--- config.mk ---
export PLATFORM = sky130hd
export DESIGN_NAME = coffee_machine_ctrl
export DESIGN_NICKNAME = d
export VERILOG_FILES = /design/src/rtl/coffee_pkg.sv /design/src/rtl/coin_decoder.sv /design/src/rtl/coffee_machine_ctrl.sv
export SDC_FILE = /design/constraint.sdc
export NUM_CORES = 1
export LEC_CHECK = 0
export ABC_CLOCK_PERIOD_IN_PS = 3000
export BUFFER_PORTS_ARGS = -buffer_cell sky130_fd_sc_hd__buf_2
export CAP_MARGIN = 20
export CORE_UTILIZATION = 55
export DETAILED_ROUTE_END_ITERATION = 6
export PLACE_DENSITY_LB_ADDON = 0.08
export SYNTH_ARGS = -nofsm -noshare
export SYNTH_HDL_FRONTEND = slang
export SYNTH_SLANG_ARGS = --single-unit
--- constraint.sdc ---
create_clock -name clock -period 3 [get_ports clock]
set_input_delay 0.15 -clock clock [delete_from_list [all_inputs] [get_ports clock]]
set_output_delay 0.15 -clock clock [all_outputs]
set_load 0.01 [all_outputs]
--- src/rtl/coffee_pkg.sv ---
// Shared definitions for the coffee vending controller: coin and product
// codes, default prices, datapath widths and the controller state encoding.
package coffee_pkg;

    localparam int unsigned COIN_W     = 3;   // width of the coin code
    localparam int unsigned SEL_W      = 2;   // width of the product code
    localparam int unsigned CREDIT_W   = 5;   // credit / change width, 25-cent units
    localparam int unsigned COIN_VAL_W = 4;   // width of a decoded coin value

    // Coin codes as presented by the coin acceptor
    localparam logic [COIN_W-1:0] COIN_NONE   = 3'd0;
    localparam logic [COIN_W-1:0] COIN_25     = 3'd1;
    localparam logic [COIN_W-1:0] COIN_50     = 3'd2;
    localparam logic [COIN_W-1:0] COIN_100    = 3'd3;
    localparam logic [COIN_W-1:0] COIN_200    = 3'd4;
    localparam logic [COIN_W-1:0] COIN_BAD_A  = 3'd5;
    localparam logic [COIN_W-1:0] COIN_BAD_B  = 3'd6;
    localparam logic [COIN_W-1:0] COIN_CANCEL = 3'd7;

    // Product codes from the keypad
    localparam logic [SEL_W-1:0] PROD_NONE      = 2'd0;
    localparam logic [SEL_W-1:0] PROD_CAFE      = 2'd1;
    localparam logic [SEL_W-1:0] PROD_CAPUCCINO = 2'd2;
    localparam logic [SEL_W-1:0] PROD_CHOCOLATE = 2'd3;

    // Default prices and credit ceiling, 25-cent units
    localparam int unsigned DEF_PRICE_CAFE      = 4;
    localparam int unsigned DEF_PRICE_CAPUCCINO = 6;
    localparam int unsigned DEF_PRICE_CHOCOLATE = 8;
    localparam int unsigned DEF_CREDIT_MAX      = 16;

    typedef enum logic [1:0] {
        IDLE     = 2'd0,
        CREDIT   = 2'd1,
        DISPENSE = 2'd2,
        CHANGE   = 2'd3
    } state_e;

endpackage

--- src/rtl/coin_decoder.sv ---
// Combinational coin-code decoder.
// Ports:
//   dinheiro_i - raw 3-bit coin code (0 = no coin)
//   valid_c    - code is a real coin (1..4)
//   value_c    - credit value of the coin in 25-cent units (0 if not valid)
//   cancel_c   - code 7, customer pressed cancel
//   invalid_c  - codes 5/6, unrecognised coin to be rejected
module coin_decoder
    import coffee_pkg::*;
(
    input  logic [COIN_W-1:0]     dinheiro_i,
    output logic                  valid_c,
    output logic [COIN_VAL_W-1:0] value_c,
    output logic                  cancel_c,
    output logic                  invalid_c
);

    // Map each coin code onto its value / class
    always_comb begin
        valid_c   = 1'b0;
        value_c   = '0;
        cancel_c  = 1'b0;
        invalid_c = 1'b0;
        case (dinheiro_i)
            COIN_25: begin
                valid_c = 1'b1;
                value_c = COIN_VAL_W'(1);
            end
            COIN_50: begin
                valid_c = 1'b1;
                value_c = COIN_VAL_W'(2);
            end
            COIN_100: begin
                valid_c = 1'b1;
                value_c = COIN_VAL_W'(4);
            end
            COIN_200: begin
                valid_c = 1'b1;
                value_c = COIN_VAL_W'(8);
            end
            COIN_BAD_A, COIN_BAD_B: invalid_c = 1'b1;
            COIN_CANCEL:            cancel_c  = 1'b1;
            default: ;
        endcase
    end

endmodule

--- src/rtl/coffee_machine_ctrl.sv ---
// Coffee vending controller: accumulates coin credit, dispenses the selected
// product when the credit covers its price, then returns the change.
// Ports:
//   clock, reset      - rising-edge clock, asynchronous active-low reset
//   dinheiro          - coin code, one event per nonzero cycle (7 = cancel)
//   selec_produto     - product request (0 = none)
//   credito           - current credit, 25-cent units
//   produto, entrega  - product code and one-cycle dispense strobe
//   troco, troco_valid- change amount and its one-cycle strobe
//   moeda_rejeitada   - one-cycle strobe for a rejected coin
//   saldo_insuf       - one-cycle strobe for a selection lacking credit
// All outputs are registered.
module coffee_machine_ctrl
    import coffee_pkg::*;
#(
    parameter int unsigned PRICE_CAFE      = DEF_PRICE_CAFE,
    parameter int unsigned PRICE_CAPUCCINO = DEF_PRICE_CAPUCCINO,
    parameter int unsigned PRICE_CHOCOLATE = DEF_PRICE_CHOCOLATE,
    parameter int unsigned CREDIT_MAX      = DEF_CREDIT_MAX
)
(
    input  logic                clock,
    input  logic                reset,
    input  logic [COIN_W-1:0]   dinheiro,
    input  logic [SEL_W-1:0]    selec_produto,
    output logic [CREDIT_W-1:0] credito,
    output logic [SEL_W-1:0]    produto,
    output logic                entrega,
    output logic [CREDIT_W-1:0] troco,
    output logic                troco_valid,
    output logic                moeda_rejeitada,
    output logic                saldo_insuf
);

    localparam int unsigned SUM_W = CREDIT_W + 1;

    state_e state_q, state_d;

    logic [CREDIT_W-1:0] credito_q, credito_d;
    logic [SEL_W-1:0]    produto_q, produto_d;
    logic                entrega_q, entrega_d;
    logic [CREDIT_W-1:0] troco_q, troco_d;
    logic                troco_valid_q, troco_valid_d;
    logic                rejeitada_q, rejeitada_d;
    logic                insuf_q, insuf_d;

    logic                  coin_valid_c;
    logic [COIN_VAL_W-1:0] coin_value_c;
    logic                  coin_cancel_c;
    logic                  coin_invalid_c;

    logic                coin_event_c;
    logic                sel_event_c;
    logic [CREDIT_W-1:0] price_c;
    logic [SUM_W-1:0]    sum_c;
    logic                coin_fits_c;
    logic                afford_c;
    logic                accepting_c;

    coin_decoder u_coin_decoder (
        .dinheiro_i (dinheiro),
        .valid_c    (coin_valid_c),
        .value_c    (coin_value_c),
        .cancel_c   (coin_cancel_c),
        .invalid_c  (coin_invalid_c)
    );

    // Price of the requested product
    always_comb begin
        price_c = '0;
        case (selec_produto)
            PROD_CAFE:      price_c = CREDIT_W'(PRICE_CAFE);
            PROD_CAPUCCINO: price_c = CREDIT_W'(PRICE_CAPUCCINO);
            PROD_CHOCOLATE: price_c = CREDIT_W'(PRICE_CHOCOLATE);
            default:        price_c = '0;
        endcase
    end

    // Shared decision terms; the sum carries one extra bit so overflow is visible
    assign coin_event_c = (dinheiro != COIN_NONE);
    assign sel_event_c  = (selec_produto != PROD_NONE);
    assign sum_c        = SUM_W'(credito_q) + SUM_W'(coin_value_c);
    assign coin_fits_c  = (sum_c <= SUM_W'(CREDIT_MAX));
    assign afford_c     = (credito_q >= price_c);
    assign accepting_c  = (state_q == IDLE) || (state_q == CREDIT);

    // State register
    always_ff @(posedge clock or negedge reset) begin
        if (!reset) begin
            state_q <= IDLE;
        end else begin
            state_q <= state_d;
        end
    end

    // Next-state logic; a coin event always takes precedence over a selection
    always_comb begin
        state_d = state_q;
        case (state_q)
            IDLE, CREDIT: begin
                if (coin_event_c) begin
                    if (coin_valid_c && coin_fits_c) begin
                        state_d = CREDIT;
                    end else if (coin_cancel_c && (state_q == CREDIT)) begin
                        state_d = CHANGE;
                    end
                end else if (sel_event_c && afford_c) begin
                    state_d = DISPENSE;
                end
            end
            DISPENSE: state_d = CHANGE;
            CHANGE:   state_d = IDLE;
            default:  state_d = IDLE;
        endcase
    end

    // Output logic: next values of the registered outputs
    always_comb begin
        credito_d     = credito_q;
        produto_d     = PROD_NONE;
        entrega_d     = 1'b0;
        troco_d       = '0;
        troco_valid_d = 1'b0;
        rejeitada_d   = 1'b0;
        insuf_d       = 1'b0;

        if (accepting_c) begin
            if (coin_event_c) begin
                if (coin_valid_c) begin
                    if (coin_fits_c) begin
                        credito_d = sum_c[CREDIT_W-1:0];
                    end else begin
                        rejeitada_d = 1'b1;
                    end
                end else if (coin_invalid_c) begin
                    rejeitada_d = 1'b1;
                end else if (coin_cancel_c && (state_q == CREDIT)) begin
                    // Refund the whole credit through the change path
                    troco_d       = credito_q;
                    troco_valid_d = 1'b1;
                    credito_d     = '0;
                end
            end else if (sel_event_c) begin
                if (afford_c) begin
                    entrega_d = 1'b1;
                    produto_d = selec_produto;
                    credito_d = credito_q - price_c;
                end else begin
                    insuf_d = 1'b1;
                end
            end
        end else begin
            // Coins arriving while busy are not credited; cancel is simply ignored
            if (coin_event_c && !coin_cancel_c) begin
                rejeitada_d = 1'b1;
            end
            if (state_q == DISPENSE) begin
                troco_d       = credito_q;
                troco_valid_d = 1'b1;
                credito_d     = '0;
            end
        end
    end

    // Output registers
    always_ff @(posedge clock or negedge reset) begin
        if (!reset) begin
            credito_q     <= '0;
            produto_q     <= PROD_NONE;
            entrega_q     <= 1'b0;
            troco_q       <= '0;
            troco_valid_q <= 1'b0;
            rejeitada_q   <= 1'b0;
            insuf_q       <= 1'b0;
        end else begin
            credito_q     <= credito_d;
            produto_q     <= produto_d;
            entrega_q     <= entrega_d;
            troco_q       <= troco_d;
            troco_valid_q <= troco_valid_d;
            rejeitada_q   <= rejeitada_d;
            insuf_q       <= insuf_d;
        end
    end

    assign credito         = credito_q;
    assign produto         = produto_q;
    assign entrega         = entrega_q;
    assign troco           = troco_q;
    assign troco_valid     = troco_valid_q;
    assign moeda_rejeitada = rejeitada_q;
    assign saldo_insuf     = insuf_q;

endmodule

# --- After elaboration in Yosys (flattened, before gate mapping) ---
# Cells that the tools add are included.
op_classes:
  n_eq_ne: 20
  addsub: 2
  mux: 49
  n_reduce_logical: 15
  order_cmp: 2
op_table:
  columns: ["operator", "count"]
  rows:
  - ["5-bit 2-to-1 mux", 15]
  - ["1-bit 2-to-1 mux", 23]
  - ["2-bit 2-to-1 mux", 8]
  - ["4-bit case mux with 4 select lines", 1]
  - ["3-bit equality test, second input constant", 4]
  - ["4-bit inequality test, second input constant", 3]
  - ["4-bit case mux with 3 select lines", 1]
  - ["3-bit inequality test, second input constant", 3]
  - ["2-bit equality test, second input constant", 4]
  - ["5-bit by 4-bit adder with 6-bit output", 1]
  - ["3-bit by 2-bit equality test with 1-bit output, second input constant", 2]
  - ["6-bit by 5-bit <= comparator with 1-bit output, second input constant", 1]
  - ["2-bit case mux with 3 select lines", 1]
  - ["6-bit AND reduction", 1]
  - ["5-bit greater-or-equal comparator", 1]
  - ["5-bit subtractor", 1]
  - ["2-bit by 1-bit equality test with 1-bit output, second input constant", 2]
  - ["1-bit logical AND", 4]
  - ["4-bit by 3-bit inequality test with 1-bit output, second input constant", 1]
  - ["2-bit nonzero test", 2]
  - ["2-bit OR reduction", 2]
  - ["4-bit OR reduction", 1]
  - ["3-bit by 1-bit equality test with 1-bit output, second input constant", 1]
  - ["3-bit nonzero test", 1]
  - ["other kinds (4)", 4]
word_totals:
  out_inout_bits: 16
  register_bits: 18
  wordCells: 96
  inputBits: 7

# --- Depth between registers and ports, before layout ---
logic_depth:
  depth_word: 8
  mapped_depth: 10
  ltp_nobuf: 10

# --- Cells and area by module ---
# From an unflattened synthesis, not the netlist that was laid out.
unflattened:
  hier_cells: 128
  area_unflattened_um2: 1233.7
by_module_without_submodules:
  columns: ["module", "cells_per_inst", "area_each_um2", "seq_area_each_um2", "instances"]
  rows:
  - ["coffee_machine_ctrl", 119, 1167.4, 450.4, 1]
  - ["coin_decoder", 9, 66.3, 0.0, 1]

# --- Worst setup path after synthesis ---
# No wires, ideal clock.
synth_path:
  path_kind: "input port to flip-flop"
  from: "in dinheiro[2]"
  to: "reg credito_q[2] (netlist: credito[2])"
  n_path_buf: 1
  required_ns: 2.875
  t_arrival_ns: 2.653
  path_stages: 10
  setup_time_ns: 0.125
  slack_ns: 0.222
  path_cell_list: "buf_1 -> nor3b_1 -> ha_1 -> fa_1 -> or3b_1 -> a211oi_2 -> nor4_4 -> a2111oi_4 -> nor2_4 -> mux2_4"
synth_between:
  elab_chain_cells: 7
  elab_cells_between_ends: 27
  classes_between: "add/sub: 1; order compare: 1; eq/ne: 12; mux: 8; reduce/logical: 5"
synth_rtl:
  columns: ["item", "line", "source"]
  rows:
  - ["from (decl)", "coffee_machine_ctrl.sv:24", "input logic [COIN_W-1:0] dinheiro,"]
  - ["branches (longest 7 deep; another with 5-bit by 4-bit adder with 6-bit output)", null, null]
  - ["to (signal assigned)", "coffee_machine_ctrl.sv:176", "credito_q <= credito_d;"]
  - ["to (decl)", "coffee_machine_ctrl.sv:39", "logic [CREDIT_W-1:0] credito_q, credito_d;"]
# Several ways; the timed one is not identified. The select of a mux whose other input is x is not followed.
# A chain may end at the register's enable or synchronous reset.

# --- Worst setup path in the final report ---
layout_path:
  from: "reg credito_q[0] (netlist: credito[0])"
  to: "reg credito_q[2] (netlist: credito[2])"
layout_between:
  elab_chain_cells: 5
  elab_cells_between_ends: 13
  classes_between: "add/sub: 2; order compare: 2; eq/ne: 2; mux: 6; reduce/logical: 1"
layout_rtl:
  columns: ["item"]
  rows:
  - ["branches (longest 5 deep; another with 5-bit by 4-bit adder with 6-bit output)"]
# Several ways; the timed one is not identified. The select of a mux whose other input is x is not followed.

==> results.cfg <==
[timing]
maxSlewViolCount = 0
hold_viol = 0
max_freq_mhz = 357
fin_skew_ps = 7.89
finalCriticalPeriod_ps = 2800
final.setup.tns_ps = 0
rsz0062_at_grt = no
worst_slew_pin_slew_ps = 520
relSlewSlack = 0.644
setup-violations-final = 0
fin_crit_sh = 0.935

[floorplan]
die_x_um = 50.7
rows = 17
io_pins = 23
die_area_mm2 = 0.00257
start_util = 0.589
die_y_um = 50.7
core_area_mm2 = 0.00221

[synthesis]
synth_mux_area_frac = 0.0423
synth-edff-count = 0
synth_top_family_by_area = simple AND/OR/NAND/NOR gates
async_flop_share = 1.00
yosys_warnings = 0
mappedNetlistNets = 143
synth-compound-area-share = 0.190
synth_simple_gate_area_frac = 0.239
yosysSeqAreaShare = 0.346
syn_area_per_cell_um2 = 10.5
synth-xor-area-share = 0.0269
netlist_instances = 124
synthAdderAreaFrac = 0.127
synth_cell_types = 47
synth_ff_type = dfrtp_1
ys_ff_latch = 18
syn_area_mm2 = 0.00130

[layout]
drive_above_1_share = 0.258
syn_to_final_growth_pct = 15.3
diodes = 0
fin_util = 0.679
nNetsFinal = 171
postLayoutCellArea_mm2 = 0.00150

[grt]
globalRouteOverflowTotal = 0
gr-usage-all-layers = 0.267
grt_first_pass_wirelength_mm = 4.97
first_global_vias = 1090
grt_antenna_before_repair = 0
grt_max_degree = 19

[pwr]
p_per_area_mw_per_mm2 = 680
p_int_mw = 0.609
power.switching_mw = 0.412
pwr-share-seq = 0.356
ir_worst_vdd_uv = 419
combPwrFrac = 0.493
leakagePower_nw = 0.773
power_frac_clock = 0.151
p_sw_frac = 0.404

[run]
cap_violations = 0

[critical_path]
cpMaxStageDelayCell = fa_1
path_delay_family = adder cells
arrival_ps = 3000
cp-start-kind = flip-flop
crit_type = flip-flop to flip-flop
max_stage_delay_ps = 490
setup.worst_path.end_class = flip-flop
path_buf_inv = 0
worstPathRequired_ps = 3190
path_cells = ha_1 -> fa_1 -> or3b_1 -> a211oi_2 -> nor4_4 -> a2111oi_4 -> nor2_4 -> mux2_4
crit_path_max_fanout = 6

[clock_tree]
numCtsBuffers = 3
htree_levels = 1
cts_sinks = 18
cts_setup_buffers = 0
cts_buffer_depth = 2
cts_root_buffer = clkbuf_4
cts_tree = built
insertion_delay_ps = 310
clk_pin_slew_ps = 110

[routing]
firstDrtPassIters = 4
remaining_drc_errors = 0
wl_mm = 2.77
drtAntennaViolNets = 0
drt_iter0_drc = 14
wl_per_cell_um = 15.4
via_count = 1044
viasPerCell = 5.83

[hold_path]
hp-class = primary input to flip-flop

[place]
place.gp.congestion = 0.884
hpwlAfterDp_mm = 2.15
portBuffers = 22
placed_area_mm2 = 0.00146

[outcome]
status = finished clean
==> layout by cell type (no fill, tap or decap), types with 2 or more instances in the layout <==
cell       count
nor4_1         2
nor2_1         7
a2111oi_4      2
and2_1         5
buf_2         22
nor2b_1        2
xnor2_1        2
fa_1           2
a31oi_1        2
mux2_4         3
nor3b_1        4
a21oi_1        3
nand3_1        2
xor2_1         2
o31ai_1        2
ha_1          10
or3_1          2
o21a_1         2
a211o_1        2
nand2b_1       2
nand2_1        4
a22oi_1        2
a21o_1         2
and3_1         4
nor3_1         6
dfrtp_1       18
buf_4          2
inv_1          8
clkbuf_4       3
and4b_1        2
==> worst paths after layout <==
kind	slack, ps	from	end	cells past startpoint
worst max register to register	200	credito[0]	credito[2]	8
worst max-delay path	200	credito[0]	credito[2]	8
min in group asynchronous	290	reset	produto[0]	2
max in group asynchronous	2420	reset	troco_valid	2
worst min register to register	580	state_q[0]	state_q[0]	1
worst min-delay path	110	selec_produto[1]	produto[1]	3
==> layout make-up <==
type	count	area, um^2
multi-input cells	96	815
inverters	8	30.0
clock buffers	4	36.3
well taps	28	35.0
fillers	196	711
repair buffers	25	135
flip-flops and latches	18	450
==> registers in the layout, summed over array words and instances, names as in the netlist <==
name / flops
troco: 5
state_q: 2
troco_valid: 1
saldo_insuf: 1
entrega: 1
moeda_rejeitada: 1
produto: 2
credito: 5
==> synthesized netlist by cell type, types with 3 or more instances <==
cell type  instances  area (um^2)
nand2_1            4         15.0
and2_1             5         31.3
mux2_4             3         45.0
nor3_1             6         30.0
inv_1              8         30.0
nor3b_1            4         30.0
and3_1             4         25.0
a21oi_1            3         15.0
ha_1              10          125
nor2_1             7         26.3
dfrtp_1           18          450
==> power groups by stage <==
stage / Clock (mW) / Sequential [mW] / Combinational (mW)
after floorplan: 0 / 0.363 / 0.371
after global placement: 0 / 0.367 / 0.494
after detailed placement: 0 / 0.370 / 0.502
after CTS: 0.157 / 0.365 / 0.506
after global routing: 0.168 / 0.376 / 0.563
final: 0.155 / 0.363 / 0.504
==> worst reg2reg max path: stages (launching register included) <==
cell and delay, ps:
dfrtp_1 450, ha_1 260, fa_1 490, or3b_1 400, a211oi_2 230, nor4_4 100
a2111oi_4 360, nor2_4 90, mux2_4 300
==> stage by stage <==
stage / hold slack (ps) / cells / worst slack (ps) / total power [mW]
after floorplan: -146 / 124 / 222 / 0.734
after global placement: 92.8 / 174 / 266 / 0.861
after global routing: 112 / 179 / 50.1 / 1.11
final: 109 / 179 / 196 / 1.02
after detailed placement: 105 / 174 / 169 / 0.872
after CTS: 104 / 179 / 193 / 1.03
==> metal layers <==
metal / up-vias / share of wire / GRT usage
met5: - / 0 / 0
met4: 0 / 0.018 / 0.111
met3: 5 / 0.030 / 0.0364
met2: 25 / 0.49 / 0.460
met1: 498 / 0.46 / 0.331
li1: 516 / - / -
==> what timing repair did <==
action / CTS / global route
gates resized for setup: 0 / 0
hold endpoints to repair: 18 / 0
endpoints found under the setup margin: 0 / 0
hold buffers: 1 / 0
==> cell families (layout without fill, tap and decap cells) <==
| kind of cell | after synthesis | after routing |
|---|---|---|
| XOR/XNOR | 4 | 4 |
| multiplexers | 4 | 4 |
| buffers and inverters | 10 | 37 |
| AO/OA/AOI/OAI | 27 | 27 |
| flip-flops | 18 | 18 |
| adder cells (fa/ha/maj) | 12 | 12 |
| AND/OR/NAND/NOR | 49 | 49 |
Power figures use the tool's default switching activity.
